### src/rtl/reset_sequencer_pkg.sv
// State encodings and counter sizing shared by the reset sequencer files.
package reset_seq_pkg;

    localparam int STATE_W = 3;

    typedef enum logic [STATE_W-1:0] {
        S_RESET      = 3'd0,
        S_WAIT_LOCK  = 3'd1,
        S_HOLD       = 3'd2,
        S_REL_SOC    = 3'd3,
        S_REL_PERIPH = 3'd4,
        S_RUN        = 3'd5
    } state_t;

    // Counters carry one spare bit above the largest terminal count so they can saturate.
    function automatic int cntWidth(input int maxVal);
        return $clog2(maxVal) + 1;
    endfunction

endpackage

### src/rtl/reset_sequencer_sync_debounce.sv
// Multi-flop synchroniser for one asynchronous input, with an optional
// debounce filter that only follows the input after it has been stable.
module sync_debounce
    import reset_seq_pkg::*;
#(
    parameter int SYNC_STAGES     = 2,
    parameter int DEBOUNCE_CYCLES = 50000,
    parameter bit DEBOUNCE_EN     = 1'b1
) (
    input  logic i_clk,
    input  logic i_reset,
    input  logic i_async,
    output logic o_out
);

    logic [SYNC_STAGES-1:0] r_chain;
    logic                   w_sync;

    always_ff @(posedge i_clk or posedge i_reset) begin
        if (i_reset) begin
            r_chain <= '0;
        end else begin
            r_chain <= {r_chain[SYNC_STAGES-2:0], i_async};
        end
    end

    assign w_sync = r_chain[SYNC_STAGES-1];

    generate
        if (DEBOUNCE_EN) begin : g_debounce
            localparam int CNT_W = cntWidth(DEBOUNCE_CYCLES);
            localparam logic [CNT_W-1:0] CNT_LAST = CNT_W'(DEBOUNCE_CYCLES - 1);

            logic [CNT_W-1:0] r_cnt;
            logic             r_debounced;

            // The counter only runs while the synchronised input disagrees with the filtered value.
            always_ff @(posedge i_clk or posedge i_reset) begin
                if (i_reset) begin
                    r_cnt       <= '0;
                    r_debounced <= 1'b0;
                end else if (w_sync == r_debounced) begin
                    r_cnt <= '0;
                end else if (r_cnt == CNT_LAST) begin
                    r_debounced <= w_sync;
                    r_cnt       <= '0;
                end else if (r_cnt != '1) begin
                    r_cnt <= r_cnt + CNT_W'(1);
                end
            end

            assign o_out = r_debounced;
        end else begin : g_bypass
            assign o_out = w_sync;
        end
    endgenerate

endmodule

### src/rtl/reset_sequencer.sv
// Staged reset release for the MCU core and its peripherals, gated on a
// stable PLL lock and a debounced reset button.
module reset_sequencer
    import reset_seq_pkg::*;
#(
    parameter int SYNC_STAGES     = 2,
    parameter int DEBOUNCE_CYCLES = 50000,
    parameter int HOLD_CYCLES     = 1024,
    parameter int STAGE_GAP       = 16
) (
    input  logic               i_clk,
    input  logic               i_reset,
    input  logic               i_btn_n,
    input  logic               i_pll_locked,
    output logic               o_soc_reset,
    output logic               o_periph_resetn,
    output logic               o_ready,
    output logic [STATE_W-1:0] o_state
);

    localparam int CNT_W = cntWidth((HOLD_CYCLES > STAGE_GAP) ? HOLD_CYCLES : STAGE_GAP);
    localparam logic [CNT_W-1:0] HOLD_LAST = CNT_W'(HOLD_CYCLES - 1);
    localparam logic [CNT_W-1:0] GAP_LAST  = CNT_W'(STAGE_GAP - 1);

    logic             w_btnDebounced;
    logic             w_lockSync;
    logic             w_fault;
    state_t           r_state;
    logic             r_socReset;
    logic             r_periphResetn;
    logic             r_ready;
    logic [CNT_W-1:0] r_holdCnt;
    logic [CNT_W-1:0] r_gapCnt;

    sync_debounce #(
        .SYNC_STAGES     (SYNC_STAGES),
        .DEBOUNCE_CYCLES (DEBOUNCE_CYCLES),
        .DEBOUNCE_EN     (1'b1)
    ) u_btnSync (
        .i_clk   (i_clk),
        .i_reset (i_reset),
        .i_async (i_btn_n),
        .o_out   (w_btnDebounced)
    );

    sync_debounce #(
        .SYNC_STAGES     (SYNC_STAGES),
        .DEBOUNCE_CYCLES (DEBOUNCE_CYCLES),
        .DEBOUNCE_EN     (1'b0)
    ) u_lockSync (
        .i_clk   (i_clk),
        .i_reset (i_reset),
        .i_async (i_pll_locked),
        .o_out   (w_lockSync)
    );

    assign w_fault = ~w_lockSync | ~w_btnDebounced;

    // A fault past S_WAIT_LOCK re-asserts both resets on the same edge.
    always_ff @(posedge i_clk or posedge i_reset) begin
        if (i_reset) begin
            r_state        <= S_RESET;
            r_socReset     <= 1'b1;
            r_periphResetn <= 1'b0;
            r_ready        <= 1'b0;
            r_holdCnt      <= '0;
            r_gapCnt       <= '0;
        end else if (w_fault && (r_state inside {S_HOLD, S_REL_SOC, S_REL_PERIPH, S_RUN})) begin
            r_state        <= S_WAIT_LOCK;
            r_socReset     <= 1'b1;
            r_periphResetn <= 1'b0;
            r_ready        <= 1'b0;
            r_holdCnt      <= '0;
            r_gapCnt       <= '0;
        end else begin
            case (r_state)
                S_RESET: begin
                    r_state <= S_WAIT_LOCK;
                end
                S_WAIT_LOCK: begin
                    if (!w_fault) begin
                        r_state   <= S_HOLD;
                        r_holdCnt <= '0;
                    end
                end
                S_HOLD: begin
                    if (r_holdCnt == HOLD_LAST) begin
                        r_state    <= S_REL_SOC;
                        r_socReset <= 1'b0;
                        r_gapCnt   <= '0;
                    end else if (r_holdCnt != '1) begin
                        r_holdCnt <= r_holdCnt + CNT_W'(1);
                    end
                end
                S_REL_SOC: begin
                    if (r_gapCnt == GAP_LAST) begin
                        r_state        <= S_REL_PERIPH;
                        r_periphResetn <= 1'b1;
                    end else if (r_gapCnt != '1) begin
                        r_gapCnt <= r_gapCnt + CNT_W'(1);
                    end
                end
                S_REL_PERIPH: begin
                    r_state <= S_RUN;
                    r_ready <= 1'b1;
                end
                S_RUN: begin
                    r_state <= S_RUN;
                end
                default: begin
                    r_state        <= S_RESET;
                    r_socReset     <= 1'b1;
                    r_periphResetn <= 1'b0;
                    r_ready        <= 1'b0;
                    r_holdCnt      <= '0;
                    r_gapCnt       <= '0;
                end
            endcase
        end
    end

    assign o_soc_reset     = r_socReset;
    assign o_periph_resetn = r_periphResetn;
    assign o_ready         = r_ready;
    assign o_state         = r_state;

endmodule

### config.mk
export PLATFORM = sky130hd
export DESIGN_NAME = reset_sequencer
export DESIGN_NICKNAME = d
export VERILOG_FILES = /design/src/rtl/reset_sequencer_pkg.sv /design/src/rtl/reset_sequencer_sync_debounce.sv /design/src/rtl/reset_sequencer.sv
export SDC_FILE = /design/constraint.sdc
export NUM_CORES = 1
export LEC_CHECK = 0
export CAP_MARGIN = 10
export CORE_ASPECT_RATIO = 0.8
export CORE_MARGIN = 4
export CORE_UTILIZATION = 50
export DETAILED_ROUTE_END_ITERATION = 10
export GPL_ROUTABILITY_DRIVEN = 1
export HOLD_SLACK_MARGIN = 0.15
export PLACE_DENSITY_LB_ADDON = 0.12
export SETUP_SLACK_MARGIN = 0.3
export SLEW_MARGIN = 20
export SYNTH_ARGS = -nofsm -noshare
export SYNTH_HDL_FRONTEND = slang
export SYNTH_HIERARCHICAL = 1
export SYNTH_SLANG_ARGS = --single-unit
### constraint.sdc
create_clock -name i_clk -period 4.1 [get_ports i_clk]
set_input_delay 0.82 -clock i_clk [delete_from_list [all_inputs] [get_ports i_clk]]
set_output_delay 0.82 -clock i_clk [all_outputs]
set_load 0.01 [all_outputs]
* Yosys cells after proc, flatten, opt, wreduce, memory -nomap -nowiden
Index checks and enable logic that the tools add are counted.
** Operators by class
- $add $sub $neg :: 3
- Eq/ne operators :: 24
- Mux-type cells :: 26
- Bitwise gates (word level) :: 4
- Reduce and logical (&&, ||, !) cells :: 16
** Operator list (number)
- 11-bit 2-to-1 mux :: 8
- 11-bit one-hot mux with 3 select lines :: 2
- 17-bit 2-to-1 mux :: 3
- 11-bit by 1-bit adder with 11-bit output, second input constant :: 2
- 11-bit != test, second input constant :: 2
- 17-bit by 1-bit adder with 17-bit output, second input constant :: 1
- 17-bit by 16-bit == test with 1-bit output, second input constant :: 1
- 17-bit != test, second input constant :: 1
- 3-bit one-hot mux with 5 select lines :: 1
- 5-bit OR reduction :: 3
- 3-bit 2-to-1 mux :: 4
- 3-bit by 1-bit != test with 1-bit output, second input constant :: 4
- 11-bit by 10-bit == test with 1-bit output, second input constant :: 1
- 11-bit by 4-bit == test with 1-bit output, second input constant :: 1
- 2-bit by 1-bit != test with 1-bit output, second input constant :: 5
- 3-bit != test, second input constant :: 3
- 4-bit AND reduction :: 2
- 4-bit OR reduction :: 2
- 3-bit by 2-bit == test with 1-bit output, second input constant :: 2
- 3-bit == test, second input constant :: 2
- 1-bit one-hot mux with 2 select lines :: 3
- 2-bit AND reduction :: 3
- 1-bit 2-to-1 mux :: 5
- 4-bit nonzero test :: 1
- 9 further kinds :: 11
** Word-level totals
- Bits in registers :: 50
- Bits of input ports :: 4
- Output and inout port bits :: 6
- Word-level logic and storage cells :: 83

* Logic depth before layout (Yosys ltp)
Gate-level depths: netlist of run 1.
- Depth in word-level cells :: 5
- Depth in mapped cells :: 10
- Gate-level depth less buffers :: 8

* Cells and area by module
Netlist of run 1, hierarchy kept.
** Modules (own cells, without submodules)
- reset_sequencer :: times used 1, cells each 193, area each 1702.9 µm², seq. area each 701.9 µm²
- sync_debounce at u_btnSync :: times used 1, cells each 100, area each 1028.5 µm², seq. area each 500.5 µm²
- sync_debounce at u_lockSync :: times used 1, cells each 3, area each 53.8 µm², seq. area each 50.0 µm²

* Worst setup path after synthesis of run 1
No wires, ideal clock.
- Path kind :: flip-flop to flip-flop
- Start point :: register u_btnSync.g_debounce.r_cnt[0]
- End point :: register u_btnSync.g_debounce.r_cnt[15]
- Library setup time :: 78 ps
- Arrival :: 2318 ps
- Required time :: 4022 ps
- Slack :: 1705 ps
- Stages on the path, launching flop included :: 11
- Path buffers :: 2
- Period minus slack after synthesis :: 2395 ps
- Path through :: dfrtp_1 > ha_1 > and4_1 > and4_1 > ha_1 > buf_6 > and4b_1 > buf_4 > nand3_2 > or4_1 > a21oi_1
** Between the ends
- Word-level cells in the longest chain between the ends :: 4
- Elaborated cells on any way between the ends :: 7
- Classes of those cells :: add/sub (1); eq/ne (2); mux (3); reduce/logical (1)
** RTL lines
- start, declared :: line reset_sequencer_sync_debounce.sv:34 : logic [CNT_W-1:0] r_cnt;
- start signal, assigned :: line reset_sequencer_sync_debounce.sv:48 : r_cnt <= r_cnt + CNT_W'(1);
- 17-bit by 1-bit adder with 17-bit output :: line reset_sequencer_sync_debounce.sv:48
- 17-bit 2-to-1 mux :: line reset_sequencer_sync_debounce.sv:47 : end else if (r_cnt != '1) begin
- 17-bit 2-to-1 mux :: line reset_sequencer_sync_debounce.sv:44 : end else if (r_cnt == CNT_LAST) begin
- 17-bit 2-to-1 mux :: line reset_sequencer_sync_debounce.sv:42 : end else if (w_sync == r_debounced) begin
Several ways; a longest one is shown, not always the timed one. The select of a mux whose other input is x is not followed.
A chain may end at the register's enable or synchronous reset.

* Final worst setup path of run 1
- Start point :: register r_state[1] (netlist: o_state[1])
- End point :: register r_gapCnt[2]
** Between the ends
- Word-level cells in the longest chain between the ends :: 5
- Elaborated cells on any way between the ends :: 16
- Classes of those cells :: eq/ne (9); mux (2); reduce/logical (5)
** RTL lines
- start, declared :: line reset_sequencer.sv:28 : state_t r_state;
- start signal, assigned :: line reset_sequencer.sv:62 : r_state <= S_RESET;
- start signal, assigned :: line reset_sequencer.sv:69 : r_state <= S_WAIT_LOCK;
- start signal, assigned :: line reset_sequencer.sv:78 : r_state <= S_WAIT_LOCK;
- 3-bit by 2-bit == test with 1-bit output / 3-bit == test (equally long branches) :: line reset_sequencer.sv:68, reset_sequencer.sv:76
- 4-bit nonzero test :: line reset_sequencer.sv:68 : end else if (w_fault && (r_state inside {S_HOLD, S_REL_SOC, S_REL_PERIPH, S_RUN})) begin
- 1-bit logical AND :: line reset_sequencer.sv:68
- 3-bit by 1-bit != test with 1-bit output (no source line) (tied with other cells)
- 4-bit AND reduction (no source line)
- end signal, assigned :: line reset_sequencer.sv:100 : r_gapCnt <= r_gapCnt + CNT_W'(1);
- end, declared :: line reset_sequencer.sv:33 : logic [CNT_W-1:0] r_gapCnt;
Several ways; a longest one is shown, not always the timed one.

==> results of run 1 <==
==> critical path, stage by stage (launching register included) <==
cell and delay [ns]:
sky130_fd_sc_hd__dfrtp_1 0.64, sky130_fd_sc_hd__inv_1 0.17, sky130_fd_sc_hd__ha_1 0.27, sky130_fd_sc_hd__or3_1 0.34, sky130_fd_sc_hd__or4_1 0.43, sky130_fd_sc_hd__nand2_1 0.28
sky130_fd_sc_hd__nor2_1 0.07, sky130_fd_sc_hd__or3_1 0.37
==> area by class of cell <==
type / instances / area [µm²]
Fill cell: 476 / 2440
Clock buffer: 6 / 82.6
Clock inverter: 2 / 12.5
Tap cell: 78 / 97.6
Sequential cell: 50 / 1250
Inverter: 10 / 37.5
Timing Repair Buffer: 9 / 90.1
Multi-Input combinational cell: 225 / 1430
==> layout by cell type, fill, tap and decap left out, types with 2 or more instances in the layout <==
| master | n |
|---|---|
| sky130_fd_sc_hd__a21o_1 | 3 |
| sky130_fd_sc_hd__a21oi_1 | 12 |
| sky130_fd_sc_hd__a31o_2 | 2 |
| sky130_fd_sc_hd__a31oi_1 | 9 |
| sky130_fd_sc_hd__a32oi_1 | 2 |
| sky130_fd_sc_hd__and2_1 | 3 |
| sky130_fd_sc_hd__and2b_1 | 2 |
| sky130_fd_sc_hd__and3_1 | 8 |
| sky130_fd_sc_hd__and3b_1 | 2 |
| sky130_fd_sc_hd__and4_1 | 5 |
| sky130_fd_sc_hd__clkbuf_8 | 6 |
| sky130_fd_sc_hd__clkdlybuf4s50_1 | 9 |
| sky130_fd_sc_hd__dfrtp_1 | 49 |
| sky130_fd_sc_hd__ha_1 | 8 |
| sky130_fd_sc_hd__inv_1 | 9 |
| sky130_fd_sc_hd__mux2_2 | 2 |
| sky130_fd_sc_hd__mux2i_1 | 2 |
| sky130_fd_sc_hd__nand2_1 | 22 |
| sky130_fd_sc_hd__nand3_1 | 16 |
| sky130_fd_sc_hd__nand4_1 | 15 |
| sky130_fd_sc_hd__nand4b_1 | 2 |
| sky130_fd_sc_hd__nor2_1 | 39 |
| sky130_fd_sc_hd__nor3_1 | 3 |
| sky130_fd_sc_hd__nor3b_1 | 2 |
| sky130_fd_sc_hd__nor4_1 | 3 |
| sky130_fd_sc_hd__nor4bb_1 | 2 |
| sky130_fd_sc_hd__o211ai_1 | 2 |
| sky130_fd_sc_hd__o21ai_0 | 11 |
| sky130_fd_sc_hd__o21ai_1 | 2 |
| sky130_fd_sc_hd__o21ba_2 | 2 |
| sky130_fd_sc_hd__o31ai_1 | 2 |
| sky130_fd_sc_hd__or3_1 | 5 |
| sky130_fd_sc_hd__or4_1 | 3 |
| sky130_fd_sc_hd__xnor2_1 | 5 |
| sky130_fd_sc_hd__xor2_1 | 9 |
==> worst min-delay path by stage <==
| stage | to | depth (start not counted) | startpoint | slack, ns |
|---|---|---|---|---|
| 6_report | u_lockSync/r_chain[1] | 0 | u_lockSync/r_chain[0] | 0.36 |
| 4_1_cts | u_lockSync/r_chain[1] | 0 | u_lockSync/r_chain[0] | 0.36 |
| 3_5_place_dp | u_lockSync/r_chain[1] | 0 | u_lockSync/r_chain[0] | 0.34 |
| 2_1_floorplan | u_btnSync/r_chain[1] | 0 | u_btnSync/r_chain[0] | 0.33 |
| 3_3_place_gp | u_lockSync/r_chain[1] | 0 | u_lockSync/r_chain[0] | 0.33 |
| 5_1_grt | u_lockSync/r_chain[1] | 0 | u_lockSync/r_chain[0] | 0.37 |
==> sequential cells by signal, summed over array words and instances (netlist names) <==
signal and cells:
o_ready 1, o_periph_resetn 1, o_state 3, o_soc_reset 1, u_btnSync/r_chain 2, r_holdCnt 11, u_btnSync/o_out 1, u_lockSync/r_chain 2
r_gapCnt 11, u_btnSync/g_debounce.r_cnt 17
==> layer usage <==
layer / routed length, µm / part of all wire (%)
met4: 77 / 1.3
met1: 3360 / 58
met3: 282 / 4.9
met5: 0 / 0
met2: 2060 / 36
==> power breakdown <==
group | internal [mW] | switching, mW | total [mW]
Clock | 0.136 | 0.164 | 0.300
Sequential | 0.497 | 0.00367 | 0.501
Combinational | 0.00569 | 0.0154 | 0.0211
Total | 0.639 | 0.184 | 0.822
==> kinds of logic (layout without fill, tap and decap cells) <==
kind of cell	Yosys count	after routing	share of synthesized area (%)
and+or+nand+nor	141	141	27.4
AOI/OAI and AO/OA	57	57	13.8
DFF	50	50	45.0
buffers and inverters	21	27	3.82
xor gates and xnor gates	14	14	4.40
adders and majority gates	8	8	3.59
muxes	5	5	2.02
==> per-stage QoR <==
stage / hold slack [ns] / total power, mW / cell area, µm² / worst slack (ns)
2_1_floorplan: 0.331 / 0.524 / 2790 / 1.70
3_3_place_gp: 0.332 / 0.532 / 2900 / 1.57
3_5_place_dp: 0.336 / 0.533 / 2900 / 1.47
4_1_cts: 0.358 / 0.838 / 3000 / 1.43
5_1_grt: 0.375 / 0.862 / 3000 / 1.26
6_report: 0.356 / 0.822 / 3000 / 1.42
==> flow_summary.yaml, run 1 <==
run_status:
  result_of_the_run: "finished clean"
placement:
  place.gp.congestion: 0.857
  post_dp_hpwl_um: 4150
  io_buffers: 9
  place.detailed.instances: 372
clock_tree:
  post_cts_clock_slew_at_the_launch_and_capture_registers_of_the_worst_setup_and_hold_paths_ns: 0.09
  insertion_delay_ns: 0.31
  tritoncts.num_buffers: 5
  clk_root_buffer_cell: "sky130_fd_sc_hd__clkbuf_8"
  ctsLongestPathBuffers: 2
  tritoncts: "done"
  postCtsHoldBufs: 0
  cts_max_level: 2
  post_cts.resized_instances: 0
  cts_setup_buffers: 0
  cts_sinks: 50
setup_path:
  critical_path.startpoint: "o_state[1]"
  worst-path-max-fanout: 16
  end_kind: "register"
  critical_path_class: "register to register"
  capture_point_of_the_critical_path: "r_gapCnt[2]"
  cp_data_required_time_ns: 4.29
  timing.critical_path.from_type: "register"
  r2r-end: "r_gapCnt[2]"
  rrSetupSlack_ns: 1.42
  r2r_start: "o_state[1]"
  arrival_ns: 2.88
  timing.reg2reg.worst_path_depth: 7
timing:
  slew-limit-headroom_pct: 48.9
  maxSlewViolCount: 0
  final_hold_viol_count: 0
  layout_min_cycle_time_ns: 2.68
  fin_crit_sh_pct: 65.5
  maximum_clock_frequency_mhz: 373
  worst_slew_pin_slew_ns: 0.765
  final-setup-viol-count: 0
  worst_clock_skew_ns: 0.00630
  tns_ns: 0
  rsz0062_at_grt: "no"
synthesis:
  synth-edff-count: 0
  synthArstFlopShare_pct: 100
  syn-mean-instance-area_um2: 9.41
  synth.top_cell.area_share_pct: 44.0
  yosys-top-cells-area: "sky130_fd_sc_hd__dfrtp_1 (44%), sky130_fd_sc_hd__nor2_1 (5.3%), sky130_fd_sc_hd__ha_1 (3.6%)"
  synth_seq_area_share_pct: 45.0
  synth_area_leader_cell: "sky130_fd_sc_hd__dfrtp_1"
  yosysMostFrequentCell: "sky130_fd_sc_hd__dfrtp_1"
  synth_commonest_cells: "sky130_fd_sc_hd__dfrtp_1 (49), sky130_fd_sc_hd__nor2_1 (39), sky130_fd_sc_hd__nand2_1 (22)"
  synth.ff_latch_count: 50
  yosysWarningCount: 6
  postSynthNetCount: 308
  synth_cell_type_count: 58
  synth-main-ff-cell: "sky130_fd_sc_hd__dfrtp_1"
  synthCells: 296
  mappedNetlistArea_mm2: 0.00279
grt:
  number_of_antenna_violations_at_the_first_check_in_global_routing: 0
  first_global_vias: 1891
  gr-usage-met1_pct: 31.3
  grt_use_met2_pct: 21.9
  overflow: 0
  grtUsageTotal_pct: 18.3
  grt_max_degree: 29
  globalRouteMet3Util_pct: 3.80
  grt_first_pass_wirelength_um: 9890
  grt_most_used_layer: "met1"
final_layout:
  nets: 313
  fraction_of_final_layout_cells_sized_beyond_drive_strength_1_pct: 7.28
  postLayoutCoreUtil_pct: 55.2
  finalNonFillerCells: 380
  syn2layout_area_growth_pct: 7.68
  insertedDiodeCount: 0
route:
  vias_per_cell: 5.84
  average_routed_wire_per_standard_cell_um: 15.2
  drc_errors: 0
  drt-pass1-iter-count: 5
  num_vias: 2219
  first_iter_violations: 142
  wl_um: 5780
  ant_nets: 0
pwr:
  power.density_mw_per_mm2: 274
  power.ir.vdd_worst_v: 0.000217
  power_leakage_nw: 1.24
hold_path:
  min_path_type: "register to register"
die:
  height_of_the_chip_um: 74.8
  placementRows: 24
  die_area_mm2: 0.00684
  floorplan.die.width_um: 91.4
  initial_utilization_pct: 51.2
  floorplan.core_area_mm2: 0.00544
  boundaryPins: 10
job:
  cap_violations: 0
Note: power is estimated with default switching activity, not from simulation.
==> inputs of run 2 (changes only) <==
==> constraint.sdc (replaced) <==
create_clock -name i_clk -period 2.2 [get_ports i_clk]
set_input_delay 0.44 -clock i_clk [delete_from_list [all_inputs] [get_ports i_clk]]
set_output_delay 0.44 -clock i_clk [all_outputs]
set_load 0.01 [all_outputs]
==> run 2 against run 1 <==
  * Power is 88% higher
  * Clock-buffer cell count is 1 lower
  * Core utilization is 14 points higher
  * Final cell count is 13% higher
  * Via count is 12% higher
  * Routed wire length is 22% higher
  * Sequential share of layout area is 8.3 points lower
  * Register-to-register slack worse by 1.3 ns
  * Global-route usage is 1.8 points higher
  * Cell area is 25% higher
  * Worst hold slack worse by 0.041 ns
  * Sequential cell count stayed put
  * Largest power group unchanged
==> flow_summary.yaml, run 2 (synthesis gave the netlist of run 1 again) <==
clock_tree:
  insertion_delay_ns: 0.31
  clk_root_buffer_cell: "sky130_fd_sc_hd__clkbuf_8"
  cts_sinks: 50
  tritoncts: "done"
  post_cts_clock_slew_at_the_launch_and_capture_registers_of_the_worst_setup_and_hold_paths_ns: 0.10
  ctsLongestPathBuffers: 2
  tritoncts.num_buffers: 5
  cts_max_level: 2
pwr:
  share_seq_of_total_power_pct: 60.3
  internal_power_mw: 1.17
  power.ir.vdd_worst_v: 0.000426
  p_comb_share_pct: 3.9
  share_clk_of_total_power_pct: 35.9
  sw_frac_of_total_pct: 24.1
  switchingPower_uw: 372
  power.density_mw_per_mm2: 412
  power_leakage_nw: 1.54
setup_path:
  critical_path_class: "register to register"
  cp_data_required_time_ns: 2.45
  worst-path-max-fanout: 5
  timing.critical_path.from_type: "register"
  end_kind: "register"
  rrSetupSlack_ns: 0.12
  arrival_ns: 2.33
final_layout:
  layout.cells.most_common_list: "sky130_fd_sc_hd__dfrtp_1 (47), sky130_fd_sc_hd__buf_4 (37), sky130_fd_sc_hd__nor2_1 (34)"
  insertedDiodeCount: 0
  layout_commonest_cell: "sky130_fd_sc_hd__dfrtp_1"
  syn2layout_area_growth_pct: 34.7
  largest_register: "u_btnSync/g_debounce.r_cnt"
  reg.largest.list: "u_btnSync/g_debounce.r_cnt: 17 flops, r_gapCnt: 11 flops, r_holdCnt: 11 flops"
  nets: 364
  fraction_of_final_layout_cells_sized_beyond_drive_strength_1_pct: 34.3
  postLayoutCoreUtil_pct: 69.0
  largest_reg_flops: 17
route:
  drt-pass1-iter-count: 5
  ant_nets: 0
  wl_um: 7030
  num_vias: 2495
  vias_per_cell: 5.79
  average_routed_wire_per_standard_cell_um: 16.3
  first_iter_violations: 152
  drc_errors: 0
die:
  placementRows: 24
  floorplan.die.width_um: 91.4
  die_area_mm2: 0.00684
  initial_utilization_pct: 51.2
  floorplan.core_area_mm2: 0.00544
  boundaryPins: 10
  height_of_the_chip_um: 74.8
timing:
  tns_ns: 0
  worst_clock_skew_ns: 0.00807
  layout_min_cycle_time_ns: 2.08
  final_hold_viol_count: 0
  rsz0062_at_grt: "yes"
  maxSlewViolCount: 0
  final.setup.worst_slack_ns: 0.117
  worst_slew_pin_slew_ns: 0.526
  fin_crit_sh_pct: 94.7
  maximum_clock_frequency_mhz: 480
  slew-limit-headroom_pct: 64.9
  final-setup-viol-count: 0
job:
  cap_violations: 0
placement:
  post_dp_hpwl_um: 4460
  detailedPlace.worstSlack_ns: 0.0692
  io_buffers: 9
  place.gp.congestion: 0.915
hold_path:
  min_path_type: "input port to asynchronous set/reset pin"
grt:
  grt_max_degree: 21
  first_global_vias: 2115
  grt_first_pass_wirelength_um: 10900
  overflow: 0
  grtUsageTotal_pct: 20.1
  number_of_antenna_violations_at_the_first_check_in_global_routing: 0
run_status:
  result_of_the_run: "finished clean"
run 2: stage by stage:
stage | std cells | hold slack [ns] | cell area, µm² | power [mW]
6_report | 431 | 0.314 | 3750 | 1.55
5_1_grt | 431 | 0.326 | 3750 | 1.61
4_1_cts | 423 | 0.310 | 3480 | 1.56
3_5_place_dp | 394 | 0.340 | 3140 | 1.00
3_3_place_gp | 394 | 0.334 | 3140 | 1.00
2_1_floorplan | 296 | 0.181 | 2850 | 0.977
run 2: per-layer routing:
| layer | global-route usage (%) | part of all wire [%] | up-vias |
|---|---|---|---|
| li1 | - | - | 1201 |
| met1 | 34.3 | 53 | 1219 |
| met2 | 25.2 | 40 | 67 |
| met3 | 3.30 | 5.0 | 8 |
| met4 | 5.52 | 1.2 | 0 |
| met5 | 0 | 0 | - |
run 2: final timing paths:
| check | start | end | cells past startpoint |
|---|---|---|---|
| min in group i_clk | u_lockSync/r_chain[0] | u_lockSync/r_chain[1] | 0 |
| max in group asynchronous | i_reset | o_state[2] | 3 |
| min reg2reg | u_lockSync/r_chain[0] | u_lockSync/r_chain[1] | 0 |
| max | u_btnSync/g_debounce.r_cnt[0] | u_btnSync/g_debounce.r_cnt[15] | 8 |
| min | i_reset | u_lockSync/r_chain[1] | 2 |
| max reg2reg | u_btnSync/g_debounce.r_cnt[0] | u_btnSync/g_debounce.r_cnt[15] | 8 |
run 2: cell type report:
cell class / instances / area (µm²)
Inverter: 10 / 40.0
Clock inverter: 3 / 21.3
Timing Repair Buffer: 59 / 534
Multi-Input combinational cell: 226 / 1740
Fill cell: 402 / 1680
Sequential cell: 50 / 1250
Tap cell: 78 / 97.6
Clock buffer: 5 / 68.8
run 2: power by group through the flow:
stage               clock network, mW  registers, mW  logic [mW]
global route                    0.604          0.933      0.0675
CTS                             0.571          0.932      0.0601
global placement                    0          0.951      0.0511
finish                          0.555          0.932      0.0600
detailed placement                  0          0.952      0.0514
floorplan                           0          0.950      0.0273
run 2: worst max-delay path, cell delays in order (launching register included):
cell and delay (ns):
sky130_fd_sc_hd__dfrtp_1 0.40, sky130_fd_sc_hd__ha_2 0.19, sky130_fd_sc_hd__and4_1 0.16, sky130_fd_sc_hd__and4_1 0.18, sky130_fd_sc_hd__ha_4 0.18, sky130_fd_sc_hd__and4b_1 0.28
sky130_fd_sc_hd__nand3_2 0.08, sky130_fd_sc_hd__or4_4 0.42, sky130_fd_sc_hd__a21oi_2 0.13
run 2: what timing repair did:
item / in CTS / in global routing
gates cloned: 0 / 1
hold endpoints to repair: 0 / 0
endpoints found under the setup margin: 31 / 38
pin swaps: 12 / 13
resized for setup: 24 / 44
setup buffers: 21 / 7
hold buffers: 0 / 0
==> inputs of run 3 (changes only) <==
--- a/config.mk
+++ b/config.mk
@@ -6,9 +6,11 @@
 export NUM_CORES = 1
 export LEC_CHECK = 0
 export CAP_MARGIN = 10
+export CELL_PAD_IN_SITES_DETAIL_PLACEMENT = 1
+export CELL_PAD_IN_SITES_GLOBAL_PLACEMENT = 2
 export CORE_ASPECT_RATIO = 0.8
-export CORE_MARGIN = 4
-export CORE_UTILIZATION = 50
+export CORE_MARGIN = 2
+export CORE_UTILIZATION = 35
 export DETAILED_ROUTE_END_ITERATION = 10
 export GPL_ROUTABILITY_DRIVEN = 1
 export HOLD_SLACK_MARGIN = 0.15
==> run 3 against run 2 <==
  * Clock-buffer cell count is 1 higher
  * First-iteration DRC count fell by 53%
  * Core utilization decreased by 20 points
  * Largest power group unchanged
==> flow_summary.yaml, run 3 (synthesis gave the netlist of run 1 again) <==
placement:
  io_buffers: 9
  place.gp.congestion: 0.800
  post_dp_hpwl_um: 5490
  detailed_place.area_mm2: 0.00322
setup_path:
  top_cell_by_count_worst_path: "sky130_fd_sc_hd__and4_4"
  cpPeakStageDelay_ns: 0.42
  worst-path-max-fanout: 5
  cp_data_required_time_ns: 2.46
  critical_path_class: "register to register"
  cp_cell_sequence: "ha_2 > and4_4 > and4_4 > ha_4 > and4b_2 > nand3_2 > or4_4 > a21oi_2"
  worst_path_max_delay_cell: "sky130_fd_sc_hd__or4_4"
  arrival_ns: 2.37
  timing.critical_path.from_type: "register"
  end_kind: "register"
clock_tree:
  tritoncts: "done"
  insertion_delay_ns: 0.32
  clk_root_buffer_cell: "sky130_fd_sc_hd__clkbuf_8"
  cts_sinks: 50
  ctsLongestPathBuffers: 2
  cts_max_level: 2
  post_cts_clock_slew_at_the_launch_and_capture_registers_of_the_worst_setup_and_hold_paths_ns: 0.10
  tritoncts.num_buffers: 5
timing:
  final_hold_viol_count: 0
  rsz0062_at_grt: "yes"
  slew-limit-headroom_pct: 60.4
  fin_crit_sh_pct: 95.7
  worst_slew_pin_slew_ns: 0.587
  maxSlewViolCount: 0
  final-setup-viol-count: 0
  worst_clock_skew_ns: 0.00947
  tns_ns: 0
  maximum_clock_frequency_mhz: 475
  layout_min_cycle_time_ns: 2.11
  hold-worst-slack_ns: 0.326
die:
  floorplan.die.width_um: 104
  initial_utilization_pct: 35.5
  die_area_mm2: 0.00869
  boundaryPins: 10
  height_of_the_chip_um: 83.8
  floorplan.core_area_mm2: 0.00784
  placementRows: 29
grt:
  grt_max_degree: 29
  number_of_antenna_violations_at_the_first_check_in_global_routing: 0
  overflow: 0
  grt_first_pass_wirelength_um: 13500
  first_global_vias: 2584
  grtUsageTotal_pct: 19.6
job:
  cap_violations: 0
pwr:
  power.density_mw_per_mm2: 469
  power_leakage_nw: 1.60
  power.ir.vdd_worst_v: 0.000211
run_status:
  result_of_the_run: "finished clean"
route:
  drc_errors: 0
  wl_um: 8260
  vias_per_cell: 5.45
  first_iter_violations: 71
  drt-pass1-iter-count: 4
  num_vias: 2545
  average_routed_wire_per_standard_cell_um: 17.7
  ant_nets: 0
final_layout:
  syn2layout_area_growth_pct: 38.9
  largest_reg_flops: 17
  post-route-cell-area_mm2: 0.00387
  reg.largest.list: "u_btnSync/g_debounce.r_cnt: 17 flops, r_gapCnt: 11 flops, r_holdCnt: 11 flops"
  fraction_of_final_layout_cells_sized_beyond_drive_strength_1_pct: 35.1
  layout.cells.most_common_list: "sky130_fd_sc_hd__dfrtp_1 (47), sky130_fd_sc_hd__buf_4 (46), sky130_fd_sc_hd__nor2_1 (35)"
  multi_input_logic_area_mm2: 0.00173
  largest_register: "u_btnSync/g_debounce.r_cnt"
  layout.area.seq_mm2: 0.00125
  fillCellCount: 908
  nets: 370
  insertedDiodeCount: 0
  layout_commonest_cell: "sky130_fd_sc_hd__dfrtp_1"
hold_path:
  min_path_type: "input port to asynchronous set/reset pin"
[run 3: through the flow]
step / setup WS (ns) / power [mW] / cells / utilization (%)
finish: 0.0937 / 1.82 / 467 / 49.3
global route: 0.0414 / 1.90 / 467 / 49.3
CTS: 0.127 / 1.84 / 456 / 45.7
detailed placement: 0.0552 / 1.00 / 430 / 41.1
global placement: 0.0902 / 1.00 / 430 / 41.1
floorplan: 0.0453 / 0.977 / 296 / -
[run 3: layer usage]
layer  vias up  track usage, %  wire [µm]
met5         -               0          0
met4         0            5.16         92
met3         9            3.75        209
met2        33            28.0       3520
met1      1293            30.3       4430
li1       1210               -          -
[run 3: power breakdown]
group          internal (mW)  switching (mW)
Clock                  0.485           0.332
Combinational         0.0257          0.0390
Sequential             0.926         0.00735
[run 3: area by class of cell]
class                           instances  share of cell area (%)
Clock inverter                          2                    1.55
Timing Repair Buffer                   65                    14.5
Sequential cell                        50                    32.4
Multi-Input combinational cell        226                    44.8
Tap cell                              108                    3.49
Clock buffer                            6                    2.14
Inverter                               10                    1.10
[run 3: timing repair]
action | CTS | global route
setup endpoints to repair | 25 | 35
pin swaps | 16 | 21
cloned | 1 | 0
buffers inserted | 17 | 11
resized for setup | 22 | 40
hold buffers | 0 | 0
[run 3: worst max-delay path, delay by kind of cell, from the launching register on]
kind | cells | cell delay, ns
fa+ha+maj | 2 | 0.38
compound gates | 1 | 0.12
simple gates | 5 | 1.13
flops | 1 | 0.41
[run 3: worst paths after layout]
check,slack (ns),cells after the start,startpoint,endpoint
worst max register to register,0.09,8,u_btnSync/g_debounce.r_cnt[1],u_btnSync/g_debounce.r_cnt[15]
worst min-delay path,0.33,2,i_reset,u_lockSync/r_chain[0]
worst min register to register,0.37,0,u_lockSync/r_chain[0],u_lockSync/r_chain[1]
min in group i_clk,0.37,0,u_lockSync/r_chain[0],u_lockSync/r_chain[1]
worst max-delay path,0.09,8,u_btnSync/g_debounce.r_cnt[1],u_btnSync/g_debounce.r_cnt[15]
max in group asynchronous,1.32,3,i_reset,o_soc_reset
